### config.mk
export PLATFORM = sky130hd
export DESIGN_NAME = dual_crack_ctrl
export DESIGN_NICKNAME = d
export VERILOG_FILES = /design/src/rtl/dual_crack_ctrl.sv
export SDC_FILE = /design/constraint.sdc
export NUM_CORES = 1
export LEC_CHECK = 0
export ABC_CLOCK_PERIOD_IN_PS = 4300
export CORE_MARGIN = 2
export CORE_UTILIZATION = 45
export CTS_CLUSTER_SIZE = 25
export DETAILED_ROUTE_END_ITERATION = 8
export GPL_TIMING_DRIVEN = 0
export PLACE_DENSITY_LB_ADDON = 0.08
export SYNTH_ARGS = -nofsm -noshare
export SYNTH_HDL_FRONTEND = slang
export SYNTH_SLANG_ARGS = --single-unit
### constraint.sdc
create_clock -name clk -period 4.3 [get_ports clk]
set_input_delay 0.86 -clock clk [delete_from_list [all_inputs] [get_ports clk]]
set_output_delay 0.86 -clock clk [all_outputs]
set_load 0.05 [all_outputs]
### src/rtl/dual_crack_ctrl.sv
// -----------------------------------------------------------------------------
// dual_crack_ctrl
//
// Search controller sitting one level above two crack cores. Core 0 walks the
// even keys and core 1 the odd keys. One accepted request launches both cores.
// The first core to return with a valid key wins. If both cores exhaust their
// key space, the search fails. The losing core cannot be aborted, so the
// controller drains it before it accepts another request.
//
// Ports
//   clk, rst_n              rising-edge clock, asynchronous active-low reset
//   en / rdy                request pulse / idle indication (registered)
//   key, key_valid, winner  result of the last search, held until next accept
//   cycles                  launch-to-result cycle count, saturating
//   cN_en                   one-cycle start pulse to core N
//   cN_rdy                  core N idle (falls while searching, rises on return)
//   cN_key, cN_key_valid    core N result, meaningful on the cN_rdy rising edge
//   dbg_state               current FSM state encoding (observability)
//
// Request handshake: a request is taken on a rising clk edge where en=1 and
// rdy=1. An en seen while rdy=0 is dropped; it is not queued. rdy is a
// registered output, so it is already 0 in the cycle after the request is
// taken. It returns to 1 only after both cores are idle again.
// -----------------------------------------------------------------------------
module dual_crack_ctrl #(
  parameter int CNT_W        = 32,
  parameter int BUSY_TIMEOUT = 16
) (
  input  logic             clk,
  input  logic             rst_n,
  input  logic             en,
  output logic             rdy,
  output logic [23:0]      key,
  output logic             key_valid,
  output logic             winner,
  output logic [CNT_W-1:0] cycles,
  output logic             c0_en,
  input  logic             c0_rdy,
  input  logic [23:0]      c0_key,
  input  logic             c0_key_valid,
  output logic             c1_en,
  input  logic             c1_rdy,
  input  logic [23:0]      c1_key,
  input  logic             c1_key_valid,
  output logic [2:0]       dbg_state
);

  typedef enum logic [2:0] {
    S_IDLE      = 3'd0,
    S_LAUNCH    = 3'd1,
    S_WAIT_BUSY = 3'd2,
    S_RUN       = 3'd3,
    S_DRAIN     = 3'd4
  } state_t;

  localparam int              TO_W    = $clog2(BUSY_TIMEOUT + 1);
  localparam logic [TO_W-1:0] TO_LAST = TO_W'(BUSY_TIMEOUT - 1);

  state_t          state_q, state_d;
  logic            c0_rdy_q, c1_rdy_q;
  logic            seen0_q, seen1_q;
  logic            done0_q, done1_q;
  logic            hit0_q, hit1_q;
  logic [TO_W-1:0] to_cnt_q;

  logic accept;
  logic rise0, rise1;
  logic hit_now0, hit_now1;
  logic eval;
  logic all_done, any_hit;
  logic finish_hit, finish_miss;
  logic busy_seen, timeout;

  // The core rdy terms in accept keep cN_en from ever pulsing at a busy core,
  // even if a core dropped rdy without being launched.
  assign accept   = (state_q == S_IDLE) & en & rdy & c0_rdy & c1_rdy;

  // A core returns on the rising edge of its rdy, seen against last cycle.
  assign rise0    = c0_rdy & ~c0_rdy_q;
  assign rise1    = c1_rdy & ~c1_rdy_q;
  assign hit_now0 = rise0 & c0_key_valid;
  assign hit_now1 = rise1 & c1_key_valid;

  // Results are evaluated in WAIT_BUSY too. Otherwise a core that finishes
  // before its partner has even gone busy would have its return missed.
  assign eval        = (state_q == S_WAIT_BUSY) | (state_q == S_RUN);
  assign all_done    = (done0_q | rise0) & (done1_q | rise1);
  assign any_hit     = hit0_q | hit1_q | hit_now0 | hit_now1;
  assign finish_hit  = eval & (hit_now0 | hit_now1);
  assign finish_miss = eval & all_done & ~any_hit;

  // Each core's falling rdy is remembered, so the two may fall on different
  // cycles.
  assign busy_seen = (seen0_q | ~c0_rdy) & (seen1_q | ~c1_rdy);
  assign timeout   = (state_q == S_WAIT_BUSY) & (to_cnt_q == TO_LAST);

  // State register
  always_ff @(posedge clk or negedge rst_n) begin
    if (!rst_n) state_q <= S_IDLE;
    else        state_q <= state_d;
  end

  // Next-state logic
  always_comb begin
    state_d = state_q;
    case (state_q)
      S_IDLE:      if (accept) state_d = S_LAUNCH;
      S_LAUNCH:    state_d = S_WAIT_BUSY;
      S_WAIT_BUSY: begin
        if (finish_hit || finish_miss) state_d = S_DRAIN;
        else if (busy_seen)            state_d = S_RUN;
        else if (timeout)              state_d = S_DRAIN;
      end
      S_RUN:       if (finish_hit || finish_miss) state_d = S_DRAIN;
      S_DRAIN:     if (c0_rdy && c1_rdy) state_d = S_IDLE;
      default:     state_d = S_IDLE;
    endcase
  end

  // Outputs decoded from state
  always_comb begin
    c0_en     = 1'b0;
    c1_en     = 1'b0;
    dbg_state = state_q;
    if (state_q == S_LAUNCH) begin
      c0_en = 1'b1;
      c1_en = 1'b1;
    end
  end

  // Datapath: result capture, flags, counters
  always_ff @(posedge clk or negedge rst_n) begin
    if (!rst_n) begin
      rdy       <= 1'b1;
      key       <= '0;
      key_valid <= 1'b0;
      winner    <= 1'b0;
      cycles    <= '0;
      c0_rdy_q  <= 1'b1;
      c1_rdy_q  <= 1'b1;
      seen0_q   <= 1'b0;
      seen1_q   <= 1'b0;
      done0_q   <= 1'b0;
      done1_q   <= 1'b0;
      hit0_q    <= 1'b0;
      hit1_q    <= 1'b0;
      to_cnt_q  <= '0;
    end else begin
      c0_rdy_q <= c0_rdy;
      c1_rdy_q <= c1_rdy;
      rdy      <= (state_d == S_IDLE) & c0_rdy & c1_rdy;

      if (accept) begin
        key_valid <= 1'b0;
        cycles    <= '0;
        seen0_q   <= 1'b0;
        seen1_q   <= 1'b0;
        done0_q   <= 1'b0;
        done1_q   <= 1'b0;
        hit0_q    <= 1'b0;
        hit1_q    <= 1'b0;
        to_cnt_q  <= '0;
      end

      if (state_q == S_WAIT_BUSY) begin
        seen0_q  <= seen0_q | ~c0_rdy;
        seen1_q  <= seen1_q | ~c1_rdy;
        to_cnt_q <= to_cnt_q + TO_W'(1);
      end

      // key_valid was cleared on accept, so a miss or timeout leaves it 0.
      // Outside eval nothing here fires, which discards the loser's result.
      if (eval) begin
        if (cycles != '1) cycles <= cycles + CNT_W'(1);
        done0_q <= done0_q | rise0;
        done1_q <= done1_q | rise1;
        hit0_q  <= hit0_q | hit_now0;
        hit1_q  <= hit1_q | hit_now1;
        if (hit_now0) begin
          // Core 0 takes priority when both cores hit on the same cycle.
          key       <= c0_key;
          winner    <= 1'b0;
          key_valid <= 1'b1;
        end else if (hit_now1) begin
          key       <= c1_key;
          winner    <= 1'b1;
          key_valid <= 1'b1;
        end
      end
    end
  end

endmodule
==> impl_metrics.ini <==
[sta]
timing.final.crit_share_pct = 69.2
final-setup-viol-count = 0
timing.final.hold_violations = 0
fin_tns_setup_ps = 0
maxSlewHeadroom_pct = 26.5
timing_max_transition_violations_final = 0
clock-skew-final_ps = 11.2
period_minus_slack_ps = 2970
max_slew.worst_pin.slew_ps = 1090
max_clock_freq_ghz = 0.336
grt_setup_unrepaired = false

[cts]
tritoncts.num_buffers = 9
postCtsSetupBuffers = 0
htree_num_levels = 3
cts.path.max_buffers = 2
worst_setup_hold_path_clk_slew_ps = 80
clock_tree_from_tritoncts = done
post_cts_resized = 0
insertion_delay_ps = 340
cts_hold_buffers = 0
clockRootBuffer = clkbuf_8
cts.sinks = 75

[global_routing]
wire_length_of_the_first_global_routing_pass_um = 15500
grt_overflow = 0
grt_overall_usage_pct = 22.5
grt_antenna_before_repair = 0
first_global_vias = 3190
grt_start_max_net_pins = 52

[cells_and_area]
num-fill-cells = 669
fin_area_mm2 = 0.00522
proportion_of_layout_cells_with_a_drive_suffix_above_1_pct = 6.37
synthToLayoutAreaGrowth_pct = 42.4
final_cell_count_no_fill = 604
n_antenna_cell = 0
num-nets-final = 555

[setup_path]
crit_arrival_ps = 2110
crit-reg2reg-launch = dbg_state[2]$_DFF_PN0_
worst_setup_path_start_kind = register
critical_path.reg2reg.endpoint = to_cnt_q[3]$_DFFE_PN0P_
r2r_slack_ps = 2010
timing.setup.critical_path_class = register to output port
end_kind = output port
worstPathRequired_ps = 3440
rr_worst_depth = 5
worstPathMaxFanout = 7

[logic_synthesis]
ys_seq_area_share_pct = 51.3
yosys-top-cells-area = dfrtp_1 (49%), mux2i_1 (9.6%), nor2_1 (4.3%)
dominantRegCellSynth = dfrtp_1
synth.avg_cell_area_um2 = 9.98
synth-warning-count = 0
synth_nets = 425
synth.largest_area_cell = dfrtp_1
synth_enable_flop_cells = 0
synth.most_common_cell = dfrtp_1
syn-instance-count = 367
synthArstFlopShare_pct = 100
yosys_register_bits = 75
synth.top_cell.area_share_pct = 49.2
synth.top_cells.by_count = dfrtp_1 (72), nor2_1 (42), nand2_1 (38)
mappedNetlistArea_mm2 = 0.00366
synthDistinctLibCells = 50

[drt]
drc = 0
antenna_left = 0
routed_wire_length_per_instance_um = 15.8
dr_total_vias = 3312
drt_first_pass_iters = 4
detail_route.iter0.violations = 173
vias_per_cell = 5.48
wl_um = 9540

[power]
power_density_mw_per_mm2 = 757
power_leakage_nw = 2.25
peakVddDrop_uv = 428

[placement]
gp_congestion = 0.840
io_port_bufs = 118
dpl-instance-area_mm2 = 0.00500
post_detailed_placement_half_perimeter_wirelength_um = 6910
dp_cells = 588

[hold_path]
worst_hold_path_type = input pin to async pin

[die]
dieHeight_um = 94.2
io-pin-count = 119
starting_density_of_the_core_pct = 46.9
placement_rows = 32
dieArea_mm2 = 0.00888
die_x_um = 94.2
core_area_mm2 = 0.00781

[run_status]
outcome = completed

[job]
cap_viol_max_count = 0
[worst max-delay path, stage by stage, from the launching register on]
cell and delay [ps]:
dfrtp_1 440, or2_1 280, nor2_1 140, buf_4 120, clkdlybuf4s50_1 780
[report_power, final]
part	internal [mW]	switching (mW)
Sequential	0.976	0.274
Combinational	0.718	1.38
Clock	0.344	0.255
[state kept, by name (all words and copies together) (netlist names)]
register	cells
dbg_state	3
hit0_q	1
seen1_q	1
winner	1
done1_q	1
hit1_q	1
c1_rdy_q	1
seen0_q	1
done0_q	1
cycles	32
key_valid	1
c0_rdy_q	1
key	24
rdy	1
to_cnt_q	5
[how the worst max path moves through the flow]
stage | from | endpoint | slack (ps)
floorplan | dbg_state[2]$_DFF_PN0_ | c1_en | 1500
global placement | rst_n | key[17]$_DFFE_PN0P_ | -370
detailed placement | c0_rdy | key[19]$_DFFE_PN0P_ | 1040
CTS | dbg_state[2]$_DFF_PN0_ | c1_en | 1320
global route | c0_rdy | key[16]$_DFFE_PN0P_ | 1210
finish | dbg_state[2]$_DFF_PN0_ | c1_en | 1330
[cells in the final DEF, fill, tap and decap left out, types with 2 or more instances in the layout]
| master | Yosys | routed |
|---|---|---|
| nor2b_1 | 3 | 3 |
| a22o_1 | 3 | 3 |
| ha_1 | 3 | 3 |
| nor3_1 | 9 | 9 |
| o211ai_1 | 9 | 9 |
| dfstp_2 | 3 | 3 |
| bufinv_16 | 0 | 2 |
| buf_1 | 2 | 2 |
| buf_4 | 1 | 2 |
| o2111ai_1 | 3 | 3 |
| or3_1 | 3 | 3 |
| xnor2_1 | 3 | 3 |
| o21ai_0 | 12 | 12 |
| nor2_1 | 42 | 42 |
| nand3_1 | 16 | 16 |
| inv_1 | 7 | 7 |
| o31ai_1 | 9 | 9 |
| o22a_1 | 2 | 2 |
| and3_1 | 4 | 4 |
| a21oi_1 | 31 | 31 |
| mux2i_1 | 35 | 35 |
| o21ai_1 | 3 | 3 |
| buf_2 | 4 | 4 |
| clkbuf_1 | 9 | 11 |
| dfrtp_1 | 72 | 72 |
| nand4_1 | 9 | 9 |
| a21o_1 | 3 | 3 |
| and2_1 | 3 | 3 |
| nand2_1 | 38 | 38 |
| and4_1 | 4 | 4 |
| clkdlybuf4s50_1 | 0 | 117 |
| or4_1 | 2 | 2 |
| clkbuf_8 | 0 | 10 |
[stage by stage]
step / total power [mW] / setup slack, ps / util, % / hold WS, ps
2_1_floorplan: 2.61 / 1500 / - / 443
3_3_place_gp: 3.32 / -373 / 63.7 / 460
3_5_place_dp: 3.36 / 1040 / 64.0 / 468
4_1_cts: 3.97 / 1320 / 66.8 / 419
5_1_grt: 4.17 / 1210 / 66.8 / 431
6_report: 3.95 / 1330 / 66.8 / 415
[layout make-up]
class | instances | area (um2) | area share (%)
inverter | 7 | 26.3 | 0.504
timing repair buffer | 119 | 1210 | 23.1
clock inverter | 4 | 73.8 | 1.42
tap | 102 | 128 | 2.45
clock buffer | 12 | 145 | 2.78
sequential | 75 | 1880 | 36.1
multi-input combinational | 268 | 1680 | 32.1
buffer | 17 | 80.1 | 1.54
[cells by family (layout without fill, tap and decap cells)]
group | Yosys count | count (layout) | synth area share (%)
mux | 35 | 35 | 9.57
flops | 75 | 75 | 51.3
compound gates | 85 | 85 | 15.4
fa+ha+maj | 3 | 3 | 1.03
xor+xnor | 3 | 3 | 0.718
simple gates | 142 | 142 | 19.1
buf+inv | 24 | 159 | 2.90
[routing by layer]
layer | share of wire [%] | GRT usage, %
met5 | 0 | 0
met4 | 0.74 | 7.85
met3 | 6.9 | 5.62
met2 | 49 | 36.3
met1 | 43 | 29.6
Note: power is estimated with default switching activity, not from simulation.
